`src/rtl/button_pkg.sv`:
```
// button_pkg
//   Shared constants for the pushbutton conditioner: the bit position of
//   each player button in the NUM_BTN-wide vectors, and the debounce
//   lengths used on hardware (5 ms at 50 MHz) and in simulation benches.
package button_pkg;

    // Bit positions of the board buttons in key_n / btn_* vectors.
    localparam int BTN_P1_LEFT  = 3;
    localparam int BTN_P1_RIGHT = 2;
    localparam int BTN_P2_LEFT  = 1;
    localparam int BTN_P2_RIGHT = 0;

    localparam int NUM_BTN_DEFAULT = 4;

    // 250000 cycles = 5 ms at 50 MHz; 18 bits covers it (2^18 = 262144).
    localparam int DEBOUNCE_CYCLES = 250000;
    localparam int CNT_W_DEFAULT   = 18;

    // Short debounce for simulation so a press resolves in a handful of cycles.
    localparam int DEBOUNCE_SIM = 4;

endpackage

```
`src/rtl/button_conditioner_if.sv`:
```
// button_conditioner_if
//   Groups the button-side and game-side signals of the conditioner.
//   master : board/game side - drives key_n and pending_ack, reads results.
//   slave  : conditioner     - reads key_n and pending_ack, drives results.
//   Signals:
//     key_n       raw active-low pushbutton pins (asynchronous)
//     pending_ack per-bit clear of btn_pending
//     btn_level   debounced level, 1 = held
//     btn_press   one-cycle pulse per debounced press
//     btn_pending sticky press flag
interface button_conditioner_if #(
    parameter int NUM_BTN = 4
);
    logic [NUM_BTN-1:0] key_n;
    logic [NUM_BTN-1:0] pending_ack;
    logic [NUM_BTN-1:0] btn_level;
    logic [NUM_BTN-1:0] btn_press;
    logic [NUM_BTN-1:0] btn_pending;

    modport master (
        output key_n,
        output pending_ack,
        input  btn_level,
        input  btn_press,
        input  btn_pending
    );

    modport slave (
        input  key_n,
        input  pending_ack,
        output btn_level,
        output btn_press,
        output btn_pending
    );
endinterface

```
`src/rtl/button_debounce_channel.sv`:
```
// button_debounce_channel
//   One button: 2-flop synchronizer on the raw active-low pin, stable-time
//   debounce counter, registered debounced level and registered press pulse.
//   Ports:
//     clock, reset     clock and asynchronous active-high reset
//     key_n            raw active-low pin
//     btn_level        debounced level (registered), 1 = held
//     btn_press        one-cycle press pulse (registered)
//     btn_press_next   next-state value of btn_press, for the pending register
module button_debounce_channel
    import button_pkg::*;
#(
    parameter int DEBOUNCE_CYCLES = button_pkg::DEBOUNCE_CYCLES,
    parameter int CNT_W           = CNT_W_DEFAULT
) (
    input  logic clock,
    input  logic reset,
    input  logic key_n,
    output logic btn_level,
    output logic btn_press,
    output logic btn_press_next
);

    localparam logic [CNT_W-1:0] CNT_LAST = CNT_W'(DEBOUNCE_CYCLES - 1);

    logic             sync1_q, sync1_d;
    logic             sync2_q, sync2_d;
    logic [CNT_W-1:0] cnt_q,   cnt_d;
    logic             level_q, level_d;
    logic             press_q, press_d;
    logic             sample;

    always_comb begin
        sync1_d = key_n;
        sync2_d = sync1_q;
        sample  = ~sync2_q;
        cnt_d   = cnt_q;
        level_d = level_q;
        if (sample == level_q) begin
            // Input agrees with the accepted level: any partial count is a glitch.
            cnt_d = '0;
        end else if (cnt_q == CNT_LAST) begin
            // DEBOUNCE_CYCLES consecutive disagreeing samples: accept new level.
            level_d = sample;
            cnt_d   = '0;
        end else begin
            cnt_d = cnt_q + CNT_W'(1);
        end
        press_d = level_d & ~level_q;
    end

    always_ff @(posedge clock or posedge reset) begin
        if (reset) begin
            // Synchronizer resets to the released (high) pin value.
            sync1_q <= 1'b1;
            sync2_q <= 1'b1;
            cnt_q   <= '0;
            level_q <= 1'b0;
            press_q <= 1'b0;
        end else begin
            sync1_q <= sync1_d;
            sync2_q <= sync2_d;
            cnt_q   <= cnt_d;
            level_q <= level_d;
            press_q <= press_d;
        end
    end

    assign btn_level      = level_q;
    assign btn_press      = press_q;
    assign btn_press_next = press_d;

endmodule

```
`src/rtl/button_conditioner.sv`:
```
// button_conditioner
//   Conditions the four active-low KEY pushbuttons for the game processor.
//   Each channel is synchronized and debounced; a debounced press sets a
//   sticky pending bit that the game loop clears with pending_ack on its
//   slow tick, so no press is lost between game steps.
//   Ports:
//     clock, reset  clock and asynchronous active-high reset
//     bus (slave)   key_n, pending_ack in; btn_level, btn_press, btn_pending out
//   All outputs are registered.
module button_conditioner
    import button_pkg::*;
#(
    parameter int NUM_BTN         = NUM_BTN_DEFAULT,
    parameter int DEBOUNCE_CYCLES = button_pkg::DEBOUNCE_CYCLES,
    parameter int CNT_W           = CNT_W_DEFAULT
) (
    input  logic                  clock,
    input  logic                  reset,
    button_conditioner_if.slave   bus
);

    logic [NUM_BTN-1:0] level;
    logic [NUM_BTN-1:0] press;
    logic [NUM_BTN-1:0] press_next;
    logic [NUM_BTN-1:0] pending_q, pending_d;

    for (genvar i = 0; i < NUM_BTN; i++) begin : g_chan
        button_debounce_channel #(
            .DEBOUNCE_CYCLES (DEBOUNCE_CYCLES),
            .CNT_W           (CNT_W)
        ) u_chan (
            .clock          (clock),
            .reset          (reset),
            .key_n          (bus.key_n[i]),
            .btn_level      (level[i]),
            .btn_press      (press[i]),
            .btn_press_next (press_next[i])
        );
    end

    // A press landing in the same cycle as its ack keeps the bit set.
    always_comb begin
        pending_d = press_next | (pending_q & ~bus.pending_ack);
    end

    always_ff @(posedge clock or posedge reset) begin
        if (reset) begin
            pending_q <= '0;
        end else begin
            pending_q <= pending_d;
        end
    end

    assign bus.btn_level   = level;
    assign bus.btn_press   = press;
    assign bus.btn_pending = pending_q;

endmodule

```
`src/flat_wrapper.sv`:
```
// flat-port wrapper written by rule: the top's interface ports become plain ports
module button_conditioner_flat import button_pkg::*;
#(
    parameter int NUM_BTN         = NUM_BTN_DEFAULT,
    parameter int DEBOUNCE_CYCLES = button_pkg::DEBOUNCE_CYCLES,
    parameter int CNT_W           = CNT_W_DEFAULT
)
  (clock, reset, bus_key_n, bus_pending_ack, bus_btn_level, bus_btn_press, bus_btn_pending);
  button_conditioner_if #(.NUM_BTN(NUM_BTN)) bus_i ();
  input  logic clock;
  input  logic reset;
  input wire logic [$bits(bus_i.key_n)-1:0] bus_key_n;
  input wire logic [$bits(bus_i.pending_ack)-1:0] bus_pending_ack;
  output wire logic [$bits(bus_i.btn_level)-1:0] bus_btn_level;
  output wire logic [$bits(bus_i.btn_press)-1:0] bus_btn_press;
  output wire logic [$bits(bus_i.btn_pending)-1:0] bus_btn_pending;
  assign bus_i.key_n = bus_key_n;
  assign bus_i.pending_ack = bus_pending_ack;
  assign bus_btn_level = bus_i.btn_level;
  assign bus_btn_press = bus_i.btn_press;
  assign bus_btn_pending = bus_i.btn_pending;
  button_conditioner #(.NUM_BTN(NUM_BTN), .DEBOUNCE_CYCLES(DEBOUNCE_CYCLES), .CNT_W(CNT_W)) u_core (.clock(clock), .reset(reset), .bus(bus_i));
endmodule
```
`config.mk`:
```
export PLATFORM = sky130hd
export DESIGN_NAME = button_conditioner_flat
export DESIGN_NICKNAME = d
export VERILOG_FILES = /design/src/rtl/button_pkg.sv /design/src/rtl/button_conditioner_if.sv /design/src/rtl/button_debounce_channel.sv /design/src/rtl/button_conditioner.sv /design/src/flat_wrapper.sv
export SDC_FILE = /design/constraint.sdc
export NUM_CORES = 1
export LEC_CHECK = 0
export CORE_MARGIN = 10
export CORE_UTILIZATION = 60
export DETAILED_ROUTE_END_ITERATION = 8
export GPL_TIMING_DRIVEN = 0
export PLACE_DENSITY = 0.8
export SLEW_MARGIN = 40
export SYNTH_ARGS = -nofsm -noshare
export SYNTH_HDL_FRONTEND = slang
export SYNTH_SLANG_ARGS = --single-unit
export TNS_END_PERCENT = 1
```
`constraint.sdc`:
```
create_clock -name clock -period 4.2 [get_ports clock]
set_clock_uncertainty 0.2 [all_clocks]
set_input_delay 0.84 -clock clock [delete_from_list [all_inputs] [get_ports clock]]
set_output_delay 0.84 -clock clock [all_outputs]
set_load 0.05 [all_outputs]
```
# Yosys cells after proc, flatten, opt, wreduce, memory -nomap -nowiden
# Index checks and enable logic that the tools add are counted.
# totals
ff_bits	92
latch_bits	0
ramBits	0
mem_bits_ro	0
inputBits	10
out_inout_bits	12
word_cells	64
n_memories	0
# classes
addsub	4
n_mul	0
div_mod_pow	0
order_cmp	0
n_eq_ne	8
n_shift	0
muxes	16
bitwise_logic	15
n_reduce_logical	0
# op_table
op	count
18-bit two-way mux	8
18-bit by 1-bit adder with 18-bit output (second input constant)	4
18-bit equality test (second input constant)	4
1-bit two-way mux	8
1-bit inverter	8
1-bit AND	4
4-bit AND	1
1-bit equality test	4
4-bit inverter	1
4-bit OR	1

# Logic depth before layout (Yosys ltp)
# logic_depth
ltp_word	5
mapped_depth	7
ltp_nobuf	5

# By module
# From an unflattened synthesis, not the netlist that was laid out.
# unflattened
cells_unflattened	417
hier_area_um2	4357.9
# modules_own_cells
module	instances	cells_per_inst	area_each_um2	seq_area_each_um2
button_debounce_channel	4	101	1052.3	553.0
button_conditioner	1	13	148.9	100.1

# Worst setup path before layout
# No wires, ideal clock.
# synth_timing
path_type	flip-flop to flip-flop
startpoint	reg u_core.g_chan[1].u_chan.cnt_q[4]
endpoint	reg u_core.g_chan[1].u_chan.cnt_q[1]
setup_ns	0.120
t_arrival_ns	1.962
required_time_ns	3.880
slack_ns	1.918
path_stages_with_launch	6
n_path_buf	1
period_less_slack_ns	2.282
cell_sequence	dfrtp_1 > buf_6 > or4b_1 > or4_4 > or2_4 > and3_2
# synth_between
elab_chain_cells	3
# synth_lines
item	line	source
start: declaration	button_debounce_channel.sv:28	logic [CNT_W-1:0] cnt_q, cnt_d;
start signal: assignment	button_debounce_channel.sv:63	cnt_q <= cnt_d;
18-bit equality test	button_debounce_channel.sv:42	end else if (cnt_q == CNT_LAST) begin
18-bit two-way mux	button_debounce_channel.sv:42	
18-bit two-way mux	button_debounce_channel.sv:39	if (sample == level_q) begin
named net u_core.g_chan[1].u_chan.cnt_d[1]	button_debounce_channel.sv:28	
# The timed path passes the listed nets, and every way through them passes these cells.

# Worst setup path in the final report
# layout_timing
startpoint	reg u_core.g_chan[3].u_chan.level_q
endpoint	out bus_btn_level[3]
# layout_lines
item	line	source
start: declaration	button_debounce_channel.sv:29	logic level_q, level_d;
start signal: assignment	button_debounce_channel.sv:64	level_q <= level_d;
end: declaration	flat_wrapper.sv:14	output wire logic [$bits(bus_i.btn_level)-1:0] bus_btn_level;
# No word-level cell between the ends.

==> impl_metrics.toml <==
[cts]
postCtsSetupRepairBufs = 0
h-tree-depth = 3
cts_sinks = 92
cts.path.max_buffers = 2
cts_tree = "built"
clk_pin_slew_ns = 0.08
clk_latency_ns = 0.35
numCtsBuffers = 9
cts_resized = 0
ctsHoldBuffers = 0
clockRootBuffer = "clkbuf_8"

[global_routing]
grt_max_degree = 59
grt_overflow = 0
met3_usage_pct = 5.177
busiest_layer = "met2"
grt_pass1_vias = 3039
grt_use_met1_pct = 18.61
grt_usage_pct = 14.91
use_met2_pct = 24.00
antenna_found_initial = 0
grt_pass1_wl_um = 13900

[final_layout]
instances_no_fill = 560
area_growth_pct = 13.14
final_layout_size_suffix_gt1_share_pct = 9.761
multi_input_area_mm2 = 0.001881
final_cell_mix = "84 x dfrtp_1, 69 x nor2_1, 34 x xnor2_1, 27 x nand4_1, 27 x xor2_1"
ff_latch_area_mm2 = 0.002312
antennaDiodeCount = 0
layout_commonest_cell = "dfrtp_1"
final_net_count = 470
fillers = 546
fin_area_mm2 = 0.004955

[floorplanning]
die_area_mm2 = 0.01112
rows = 31
fp.dieH_um = 105.4
num_io_pins = 22
die_w_um = 105.4
core-area_mm2 = 0.007176
initial_core_util_pct = 61.03

[drt]
ant_nets = 0
first_pass_iters = 4
dr.first_iter.drc_count = 121
wl_per_cell_um = 14.42
vias = 3164
wl_um = 8073
via_per_inst = 5.650
drc = 0

[sta]
rsz0062_at_grt = "no"
setup_ws_ns = 1.436
post-route-period-util_pct = 65.81
hold_viol = 0
setup_viol_count_final = 0
drv_slew = 0
slew_headroom_pct = 65.53
worstMarginPinSlew_ns = 0.5155
max_freq_mhz = 361.8
period_minus_slack_ns = 2.764

[logic_synthesis]
synthArstFlopShare_pct = 100.0
synth-seq-area-share_pct = 52.80
synth-edff-count = 0
yosys_warnings = 0
syn_area_mm2 = 0.004379
syn-num-nets = 437
syn-instance-count = 423
synth.distinct_cells = 42
syn_avg_cell_area_um2 = 10.35
synth_seq_cells = 92
ys.flop_type = "dfrtp_1"

[pwr]
ir_drop_uv = 217.3
p_seq_share_pct = 56.9
combPwrFrac_pct = 3.9
p_leak_nw = 2.050
clockPowerShare_pct = 39.2
powerDensity_mw_per_mm2 = 324.8
sw_frac_of_total_pct = 21.73
intPower_mw = 1.259
power.switching_mw = 0.3497

[placement]
io_buffers = 21
placed_cells = 544
place_congestion = 0.8743
preCtsSetupSlack_ns = 1.716
post_dp_cell_area_mm2 = 0.004746
dp.final_hpwl_um = 5530

[setup_path]
arrival_ns = 1.72
path_cells = "buf_4, clkdlybuf4s50_1"
max_stage_delay_ns = 0.80
cp.required_ns = 3.16
critPathMaxFanout = 5
start_kind = "register"
path_class = "reg2out"
cp-end-kind = "output port"
cpMaxStageDelayCell = "clkdlybuf4s50_1"

[min_path]
hp-class = "reg2reg"

[run_status]
status = "finished, final reports clean"

[flow_run]
max_cap_violations = 0
==> metrics by stage <==
stage	hold slack [ns]	utilization, %	TNS, ns	total power, mW
after global routing	0.1668	69.05	0	1.678
final	0.1621	69.05	0	1.609
after floorplan	0.1452	-	0	0.9693
after global placement	0.1483	65.68	-45.63	0.9911
after CTS	0.1634	69.05	0	1.626
after detailed placement	0.1507	66.14	0	0.9966
==> power by group through the flow <==
stage                     combinational (mW)  sequential [mW]  clock [mW]
after detailed placement              0.0646            0.932           0
after floorplan                       0.0406            0.929           0
after global placement                0.0597            0.931           0
after CTS                             0.0650            0.915       0.646
after global routing                  0.0721            0.918       0.688
final                                 0.0630            0.915       0.631
==> kinds of logic (layout without fill, tap and decap cells) <==
family,count (synthesis),in the layout,share of synthesized area (%)
adder cells (fa/ha/maj),4,4,1.143
multiplexers,3,3,0.6857
AO/OA/AOI/OAI,24,24,4.114
flip-flops,92,92,52.80
buffers and inverters,37,75,4.257
AND/OR/NAND/NOR,202,202,24.80
XOR/XNOR,61,61,12.20
==> sequential cells by signal, indices dropped and copies added, names as in the netlist <==
name / cells
u_core.g_chan.u_chan.cnt_q: 72
u_core.bus.btn_pending: 4
u_core.g_chan.u_chan.btn_level: 4
u_core.g_chan.u_chan.btn_press: 4
u_core.g_chan.u_chan.sync1_q: 4
u_core.g_chan.u_chan.sync2_q: 4
==> Yosys cell counts (2+ instances only) <==
cell	count	area share, %
a21oi_1	7	0.80
a41o_1	3	0.69
and2_1	2	0.29
and3_1	6	0.86
and4_1	11	2.2
buf_2	2	0.23
buf_4	8	1.4
buf_6	2	0.51
clkbuf_1	7	0.60
dfrtp_1	84	48
dfstp_2	8	4.8
ha_1	4	1.1
inv_1	18	1.5
mux2i_1	3	0.69
nand2_1	12	1.0
nand3_1	24	2.7
nand4_1	27	3.9
nor2_1	69	5.9
nor3_1	14	1.6
nor3b_1	2	0.34
nor4_1	14	2.0
nor4b_1	2	0.40
o21ai_0	5	0.57
o31ai_1	3	0.51
o32ai_1	3	0.60
or3_1	2	0.29
or4_1	6	1.0
or4b_2	2	0.46
xnor2_1	34	6.8
xor2_1	27	5.4
==> layer usage <==
metal / wire, µm / share of wire (%)
met1: 3747 / 46
met2: 3883 / 48
met3: 371 / 4.6
met4: 71 / 0.88
met5: 0 / 0
==> layout make-up <==
cell class / count / share of cell area, %
Inverter: 18 / 1.465
Buffer: 19 / 2.399
Clock buffer: 11 / 2.652
Timing Repair Buffer: 22 / 4.798
Multi-Input combinational cell: 294 / 37.95
Clock inverter: 5 / 1.566
Tap cell: 99 / 2.500
Sequential cell: 92 / 46.67
==> worst max-delay path: cells and delay by family, from the launching register on <==
family | cells | cell delay (ns)
buffers and inverters | 2 | 0.93
DFF | 1 | 0.43
==> final timing paths <==
kind,cells past startpoint,to,slack (ns),from
max,2,bus_btn_level[3],1.44,u_core.g_chan[3].u_chan.btn_level
min,0,u_core.g_chan[3].u_chan.sync2_q,0.16,u_core.g_chan[3].u_chan.sync1_q
max reg2reg,6,u_core.g_chan[2].u_chan.cnt_q[15],1.69,u_core.g_chan[2].u_chan.cnt_q[9]
min reg2reg,0,u_core.g_chan[3].u_chan.sync2_q,0.16,u_core.g_chan[3].u_chan.sync1_q
max in group asynchronous,3,u_core.g_chan[3].u_chan.sync2_q,2.54,reset
min in group asynchronous,2,u_core.g_chan[1].u_chan.cnt_q[13],0.64,reset
(Power assumes the default switching activity.)
